`src/rtl/fetch_unit.sv`:
```
// fetch_unit: RV32I instruction fetch front end.
//
// Sequences the fetch PC, issues one word request at a time to instruction
// memory (req/gnt/rvalid handshake), buffers returned words in a small FIFO
// and presents {opcode, pc, fault} to the decoder with a valid/ready
// handshake. Redirects from execute flush the FIFO and drop stale responses.
//
// Parameters:
//   RESET_PC   - first fetch address after reset
//   FIFO_DEPTH - instruction buffer entries (power of two, >= 2)
//
// Ports:
//   i_clk, i_rst                - clock, synchronous active-high reset
//   o_imem_req, o_imem_addr     - fetch request and word address
//   i_imem_gnt                  - memory accepts the request this cycle
//   i_imem_rvalid/rdata/err     - response valid, instruction word, bus error
//   i_redirect, i_redirect_addr - one-cycle redirect pulse and new PC
//   o_valid, o_opcode, o_pc,
//   o_fault, i_ready            - decoder-side FIFO head and handshake
//
// Build option: define FETCH_MISALIGN_CHECK_EN to turn a misaligned redirect
// target into a single fault entry followed by a halt until the next
// redirect. Without it, redirect address bits [1:0] are cleared.

module fetch_unit #(
   parameter logic [31:0] RESET_PC   = 32'h0000_0000,
   parameter int unsigned FIFO_DEPTH = 2
) (
   input  logic        i_clk,
   input  logic        i_rst,
   output logic        o_imem_req,
   output logic [31:0] o_imem_addr,
   input  logic        i_imem_gnt,
   input  logic        i_imem_rvalid,
   input  logic [31:0] i_imem_rdata,
   input  logic        i_imem_err,
   input  logic        i_redirect,
   input  logic [31:0] i_redirect_addr,
   output logic        o_valid,
   output logic [31:0] o_opcode,
   output logic [31:0] o_pc,
   output logic        o_fault,
   input  logic        i_ready
);

   localparam int unsigned AW = (FIFO_DEPTH > 1) ? $clog2(FIFO_DEPTH) : 1;
   localparam int unsigned CW = AW + 1;

   localparam logic [1:0] ST_REQ  = 2'd0;
   localparam logic [1:0] ST_WAIT = 2'd1;
   localparam logic [1:0] ST_DROP = 2'd2;
`ifdef FETCH_MISALIGN_CHECK_EN
   localparam logic [1:0] ST_HALT = 2'd3;
`endif

   logic [1:0]    state, state_n;
   logic [31:0]   fetch_pc, req_pc;
   logic [31:0]   fifo_word  [FIFO_DEPTH];
   logic [31:0]   fifo_pc    [FIFO_DEPTH];
   logic          fifo_fault [FIFO_DEPTH];
   logic [AW-1:0] rd_ptr, wr_ptr;
   logic [CW-1:0] count;

   logic          gnt_ok, pop, push, flush, stale;
   logic [31:0]   push_word, push_pc;
   logic          push_fault;

`ifdef FETCH_MISALIGN_CHECK_EN
   logic          misalign;
   logic          pend_fault;
   logic [31:0]   pend_pc;

   assign misalign = (i_redirect_addr[1:0] != 2'b00);
`else
   logic          unused_addr_lsb;

   assign unused_addr_lsb = ^i_redirect_addr[1:0];
`endif

   // Gate blocks new requests once every FIFO slot is owned by either a
   // buffered entry or the single outstanding request, so no overflow.
   assign o_imem_req  = ~i_rst & (state == ST_REQ) & (count < CW'(FIFO_DEPTH));
   assign o_imem_addr = fetch_pc;
   assign o_valid     = (count != '0);
   assign o_opcode    = fifo_word[rd_ptr];
   assign o_pc        = fifo_pc[rd_ptr];
   assign o_fault     = fifo_fault[rd_ptr];

   always_comb begin
      pop        = o_valid & i_ready;
      gnt_ok     = o_imem_req & i_imem_gnt;
      flush      = 1'b0;
      push       = 1'b0;
      push_word  = i_imem_err ? '0 : i_imem_rdata;
      push_pc    = req_pc;
      push_fault = i_imem_err;
      stale      = 1'b0;
      state_n    = state;
      if (i_redirect) begin
         flush = 1'b1;
         // A response landing in the redirect cycle retires the outstanding
         // request, so DROP is left immediately rather than waiting forever.
         stale = ((state == ST_REQ) && gnt_ok) ||
                 (((state == ST_WAIT) || (state == ST_DROP)) && !i_imem_rvalid);
         if (stale) begin
            state_n = ST_DROP;
         end
`ifdef FETCH_MISALIGN_CHECK_EN
         else if (misalign) begin
            push       = 1'b1;
            push_word  = '0;
            push_pc    = i_redirect_addr;
            push_fault = 1'b1;
            state_n    = ST_HALT;
         end
`endif
         else begin
            state_n = ST_REQ;
         end
      end else begin
         case (state)
            ST_REQ: begin
               if (gnt_ok) state_n = ST_WAIT;
            end
            ST_WAIT: begin
               if (i_imem_rvalid) begin
                  push    = 1'b1;
                  state_n = ST_REQ;
               end
            end
            ST_DROP: begin
               if (i_imem_rvalid) begin
`ifdef FETCH_MISALIGN_CHECK_EN
                  if (pend_fault) begin
                     push       = 1'b1;
                     push_word  = '0;
                     push_pc    = pend_pc;
                     push_fault = 1'b1;
                     state_n    = ST_HALT;
                  end else begin
                     state_n = ST_REQ;
                  end
`else
                  state_n = ST_REQ;
`endif
               end
            end
            default: begin
               state_n = state;
            end
         endcase
      end
   end

   always_ff @(posedge i_clk) begin
      if (i_rst) begin
         state    <= ST_REQ;
         fetch_pc <= RESET_PC;
         req_pc   <= '0;
         rd_ptr   <= '0;
         wr_ptr   <= '0;
         count    <= '0;
         for (int unsigned i = 0; i < FIFO_DEPTH; i++) begin
            fifo_word[i]  <= '0;
            fifo_pc[i]    <= '0;
            fifo_fault[i] <= 1'b0;
         end
      end else begin
         state <= state_n;
         if (i_redirect) begin
            fetch_pc <= {i_redirect_addr[31:2], 2'b00};
         end else if (gnt_ok) begin
            req_pc   <= fetch_pc;
            fetch_pc <= fetch_pc + 32'd4;
         end
         if (flush) begin
            // Flush restarts the FIFO at slot 0; a same-cycle push (fault
            // entry) becomes the only entry.
            rd_ptr <= '0;
            if (push) begin
               fifo_word[0]  <= push_word;
               fifo_pc[0]    <= push_pc;
               fifo_fault[0] <= push_fault;
               wr_ptr        <= AW'(1);
               count         <= CW'(1);
            end else begin
               wr_ptr <= '0;
               count  <= '0;
            end
         end else begin
            if (push) begin
               fifo_word[wr_ptr]  <= push_word;
               fifo_pc[wr_ptr]    <= push_pc;
               fifo_fault[wr_ptr] <= push_fault;
               wr_ptr             <= wr_ptr + AW'(1);
            end
            if (pop) rd_ptr <= rd_ptr + AW'(1);
            count <= count + CW'(push) - CW'(pop);
         end
      end
   end

`ifdef FETCH_MISALIGN_CHECK_EN
   always_ff @(posedge i_clk) begin
      if (i_rst) begin
         pend_fault <= 1'b0;
         pend_pc    <= '0;
      end else if (i_redirect) begin
         pend_fault <= misalign;
         pend_pc    <= i_redirect_addr;
      end
   end
`endif

endmodule

```
`config.mk`:
```
export PLATFORM = sky130hd
export DESIGN_NAME = fetch_unit
export DESIGN_NICKNAME = d
export VERILOG_FILES = /design/src/rtl/fetch_unit.sv
export SDC_FILE = /design/constraint.sdc
export NUM_CORES = 1
export LEC_CHECK = 0
export CAP_MARGIN = 20
export CORE_UTILIZATION = 50
export DETAILED_ROUTE_END_ITERATION = 8
export PLACE_DENSITY = 0.75
export SLEW_MARGIN = 20
export SYNTH_ARGS = -nofsm -noshare
export SYNTH_HDL_FRONTEND = slang
export SYNTH_SLANG_ARGS = --single-unit
```
`constraint.sdc`:
```
create_clock -name i_clk -period 4.8 [get_ports i_clk]
set_input_delay 0.96 -clock i_clk [delete_from_list [all_inputs] [get_ports i_clk]]
set_output_delay 0.96 -clock i_clk [all_outputs]
set_load 0.05 [all_outputs]
```
==> summary.json <==
{
  "status": {"value": "completed"},
  "syn-cell-area": {"value": 0.00873, "unit": "mm²"},
  "postCtsSetupRepairBufs": {"value": 0},
  "finalMaxSlewViolations": {"value": 0},
  "syn_area_per_cell": {"value": 11.1, "unit": "µm²"},
  "power.density": {"value": 339, "unit": "mW/mm²"},
  "port-buffer-count": {"value": 163},
  "cts_tree": {"value": "yes"},
  "synth.ff_latch_count": {"value": 193},
  "max_cap_violations": {"value": 0},
  "clkLatencyLatePin": {"value": 0.42, "unit": "ns"},
  "htree_num_levels": {"value": 4},
  "dpl_worst_slack": {"value": 1.23, "unit": "ns"},
  "worst-endpoint-required": {"value": 3.84, "unit": "ns"},
  "max_clock_freq": {"value": 0.286, "unit": "GHz"},
  "cts.sink_count": {"value": 193},
  "ant_nets": {"value": 0},
  "yosysWarnings": {"value": 0},
  "timing.critical_path.arrival": {"value": 2.54, "unit": "ns"},
  "layout.nets": {"value": 1002},
  "placedCellCount": {"value": 1127},
  "antenna_violations_before_repair": {"value": 0},
  "stdcell_area": {"value": 0.0111, "unit": "mm²"},
  "die_width": {"value": 134, "unit": "µm"},
  "synth.area.mux_share": {"value": 8.24, "unit": "%"},
  "setup-violations-final": {"value": 0},
  "post_drt_via_cell_ratio": {"value": 5.47},
  "timing.clock.skew": {"value": 0.00990, "unit": "ns"},
  "final_core_util": {"value": 66.2, "unit": "%"},
  "cts_hold_buffers": {"value": 0},
  "worstPathCellList": {"value": "buf_12 > mux2_2 > clkdlybuf4s50_1"},
  "via_count": {"value": 6344},
  "final_estimated_routing_congestion_in_global_placement": {"value": 0.815},
  "flow.area_growth_from_synthesis": {"value": 27.6, "unit": "%"},
  "globalRouteTotalUtil": {"value": 22.2, "unit": "%"},
  "core_area": {"value": 0.0168, "unit": "mm²"},
  "numCtsBuffers": {"value": 17},
  "synth_sequential_area_ratio": {"value": 58.7, "unit": "%"},
  "post_cts.resized_instances": {"value": 0},
  "fillerInstances": {"value": 1321},
  "grt_setup_unrepaired": {"value": "no"},
  "final_layout_size_suffix_gt1_share": {"value": 13.2, "unit": "%"},
  "worst_slew_margin_relative_to_its_limit": {"value": 33.5, "unit": "%"},
  "grt_pass1_wl": {"value": 30900, "unit": "µm"},
  "grt_pass1_vias": {"value": 6030},
  "slowest_delay": {"value": 0.73, "unit": "ns"},
  "ys_types": {"value": 51},
  "start_util": {"value": 51.9, "unit": "%"},
  "clock-root-buffer": {"value": "sky130_fd_sc_hd__clkbuf_16"},
  "final_hold_viol_count": {"value": 0},
  "synth_top_family_by_area": {"value": "simple AND/OR/NAND/NOR gates"},
  "final_cell_count_no_fill": {"value": 1159},
  "worstSetupPathType": {"value": "reg -> out"},
  "cts.reportedPaths.clkPinSlew": {"value": 0.06, "unit": "ns"},
  "rows": {"value": 47},
  "drt_wl_total": {"value": 19400, "unit": "µm"},
  "drtPass1Iterations": {"value": 5},
  "design.die.area": {"value": 0.0180, "unit": "mm²"},
  "worst_ir_drop_on_vdd": {"value": 0.000299, "unit": "V"},
  "place.detailed.hpwl": {"value": 12800, "unit": "µm"},
  "cp-end-kind": {"value": "output pin"},
  "synth_enable_flop_cells": {"value": 126},
  "layout_worst_path_cycle_share": {"value": 72.8, "unit": "%"},
  "cp_launch_type": {"value": "register"},
  "post_synth_fa_ha_maj_area_fraction": {"value": 0.717, "unit": "%"},
  "fin_hold_ws": {"value": 0.460, "unit": "ns"},
  "placed_cell_areas": {"value": 0.0105, "unit": "mm²"},
  "critical_path.max_fanout": {"value": 45},
  "simple_gate_fraction_of_synth_area": {"value": 21.1, "unit": "%"},
  "synth-main-ff-cell": {"value": "sky130_fd_sc_hd__edfxtp_1"},
  "gr-total-overflow": {"value": 0},
  "grt_max_degree": {"value": 50},
  "drt-initial-drc-count": {"value": 369},
  "boundary_pin_count": {"value": 170},
  "cts-root-to-sink-buffers": {"value": 2},
  "count_of_antenna_diodes_in_the_layout": {"value": 0},
  "fraction_of_the_mapped_netlist_area_in_compound_gates": {"value": 6.22, "unit": "%"},
  "dieHeight": {"value": 134, "unit": "µm"},
  "fin_ws": {"value": 1.30, "unit": "ns"},
  "synthArstFlopShare": {"value": 0, "unit": "%"},
  "worst_slew_pin_slew": {"value": 0.995, "unit": "ns"},
  "r2r_slack": {"value": 2.08, "unit": "ns"},
  "post-route-min-period": {"value": 3.50, "unit": "ns"},
  "p_leak": {"value": 3.89, "unit": "nW"},
  "wl_per_cell": {"value": 16.8, "unit": "µm"},
  "total_power": {"value": 3.77, "unit": "mW"},
  "timing.critical_path.slowest_stage_cell": {"value": "sky130_fd_sc_hd__clkdlybuf4s50_1"},
  "remaining_drc_errors": {"value": 0},
  "class_of_the_worst_hold_path": {"value": "reg -> reg"},
  "postSynthCellCount": {"value": 786},
  "fin_setup_tns": {"value": 0, "unit": "ns"},
  "post_synth_xor_area_fraction": {"value": 1.40, "unit": "%"}
}
report_power, final:
group	internal, mW	switching, mW	total (mW)
sequential	1.82	0.0501	1.87
clock	0.852	0.602	1.45
combinational	0.169	0.276	0.445
per-layer routing:
| layer | up-vias | track usage [%] | part of all wire, % |
|---|---|---|---|
| li1 | 3070 | - | - |
| met1 | 3051 | 29.5 | 45 |
| met2 | 208 | 36.2 | 48 |
| met3 | 15 | 3.82 | 5.8 |
| met4 | 0 | 8.55 | 1.3 |
| met5 | - | 0 | 0 |
cell usage after synthesis (all sizes together), types with 9 or more instances:
library cell,n,area [µm²]
a211oi,12,90.1
a21oi,35,175
a311oi,9,78.8
and2,63,394
buf,16,110
clkbuf,39,148
dfxtp,67,1340
edfxtp,126,3780
inv,13,48.8
mux2,63,709
nand2,78,293
nand2b,32,200
nand3,11,80.1
nand4,11,68.8
nor2,97,364
nor3,10,50.1
o21ai,11,55.1
or3,12,78.8
or4,9,70.1
layout make-up:
cell class              instances  area, µm²  area share [%]
clock buffers                  23        500            4.49
clock inverters                 9        115            1.03
inverters                      13       48.8           0.438
multi-input cells             527       3330            29.9
flip-flops and latches        193       5130            46.0
well taps                     220        275            2.47
repair buffers                174       1750            15.7
flip-flops by register name, indices dropped and copies added (netlist names), named ones only:
| signal | count |
|---|---|
| fifo_word | 64 |
| wr_ptr | 1 |
| state | 2 |
| count | 2 |
| push_pc | 30 |
| fifo_pc | 60 |
| o_imem_addr | 30 |
| rd_ptr | 1 |
| fifo_fault | 2 |
cells in the final DEF, fill, tap and decap left out, drive strengths merged, types with 8 or more instances in the layout:
cell type      Yosys  layout
nand3             11      11
nand2b            32      32
clkdlybuf4s50      0     162
edfxtp           126     126
or3               12      12
buf               16      12
nand4             11      11
nor3              10      10
a311oi             9       9
inv               13      18
mux2              63      63
a21oi             35      35
o21ai             11      11
and3               8       8
a211oi            12      12
nor4               8       8
or4                9       9
nand2             78      78
xnor2              8       8
and2              63      63
dfxtp             67      67
nor2              97      97
clkbuf            39      23
final timing paths:
check                                               from                      endpoint  cells past startpoint
worst max-delay path                            register                      o_pc[28]                      3
worst min-delay path            push_pc[25]$_SDFFE_PP0P_      push_pc[25]$_SDFFE_PP0P_                      2
worst max register to register     state[1]$_SDFFE_PP0P_  o_imem_addr[25]$_SDFFE_PP0P_                      6
worst min register to register  push_pc[25]$_SDFFE_PP0P_      push_pc[25]$_SDFFE_PP0P_                      2
critical path: cells and delay by family (launching register included):
family,cells,cell delay [ns]
buffers and inverters,2,1.05
DFF,1,0.66
muxes,1,0.38
cells by family (layout without fill, tap and decap cells):
logic type	Yosys count	in the layout
buffers and inverters	69	219
muxes	64	64
and+or+nand+nor	356	356
adders and majority gates	5	5
xor gates and xnor gates	14	14
DFF	193	193
AOI/OAI and AO/OA	84	84
other	1	4
No activity file was read; power rests on OpenSTA's default activity.
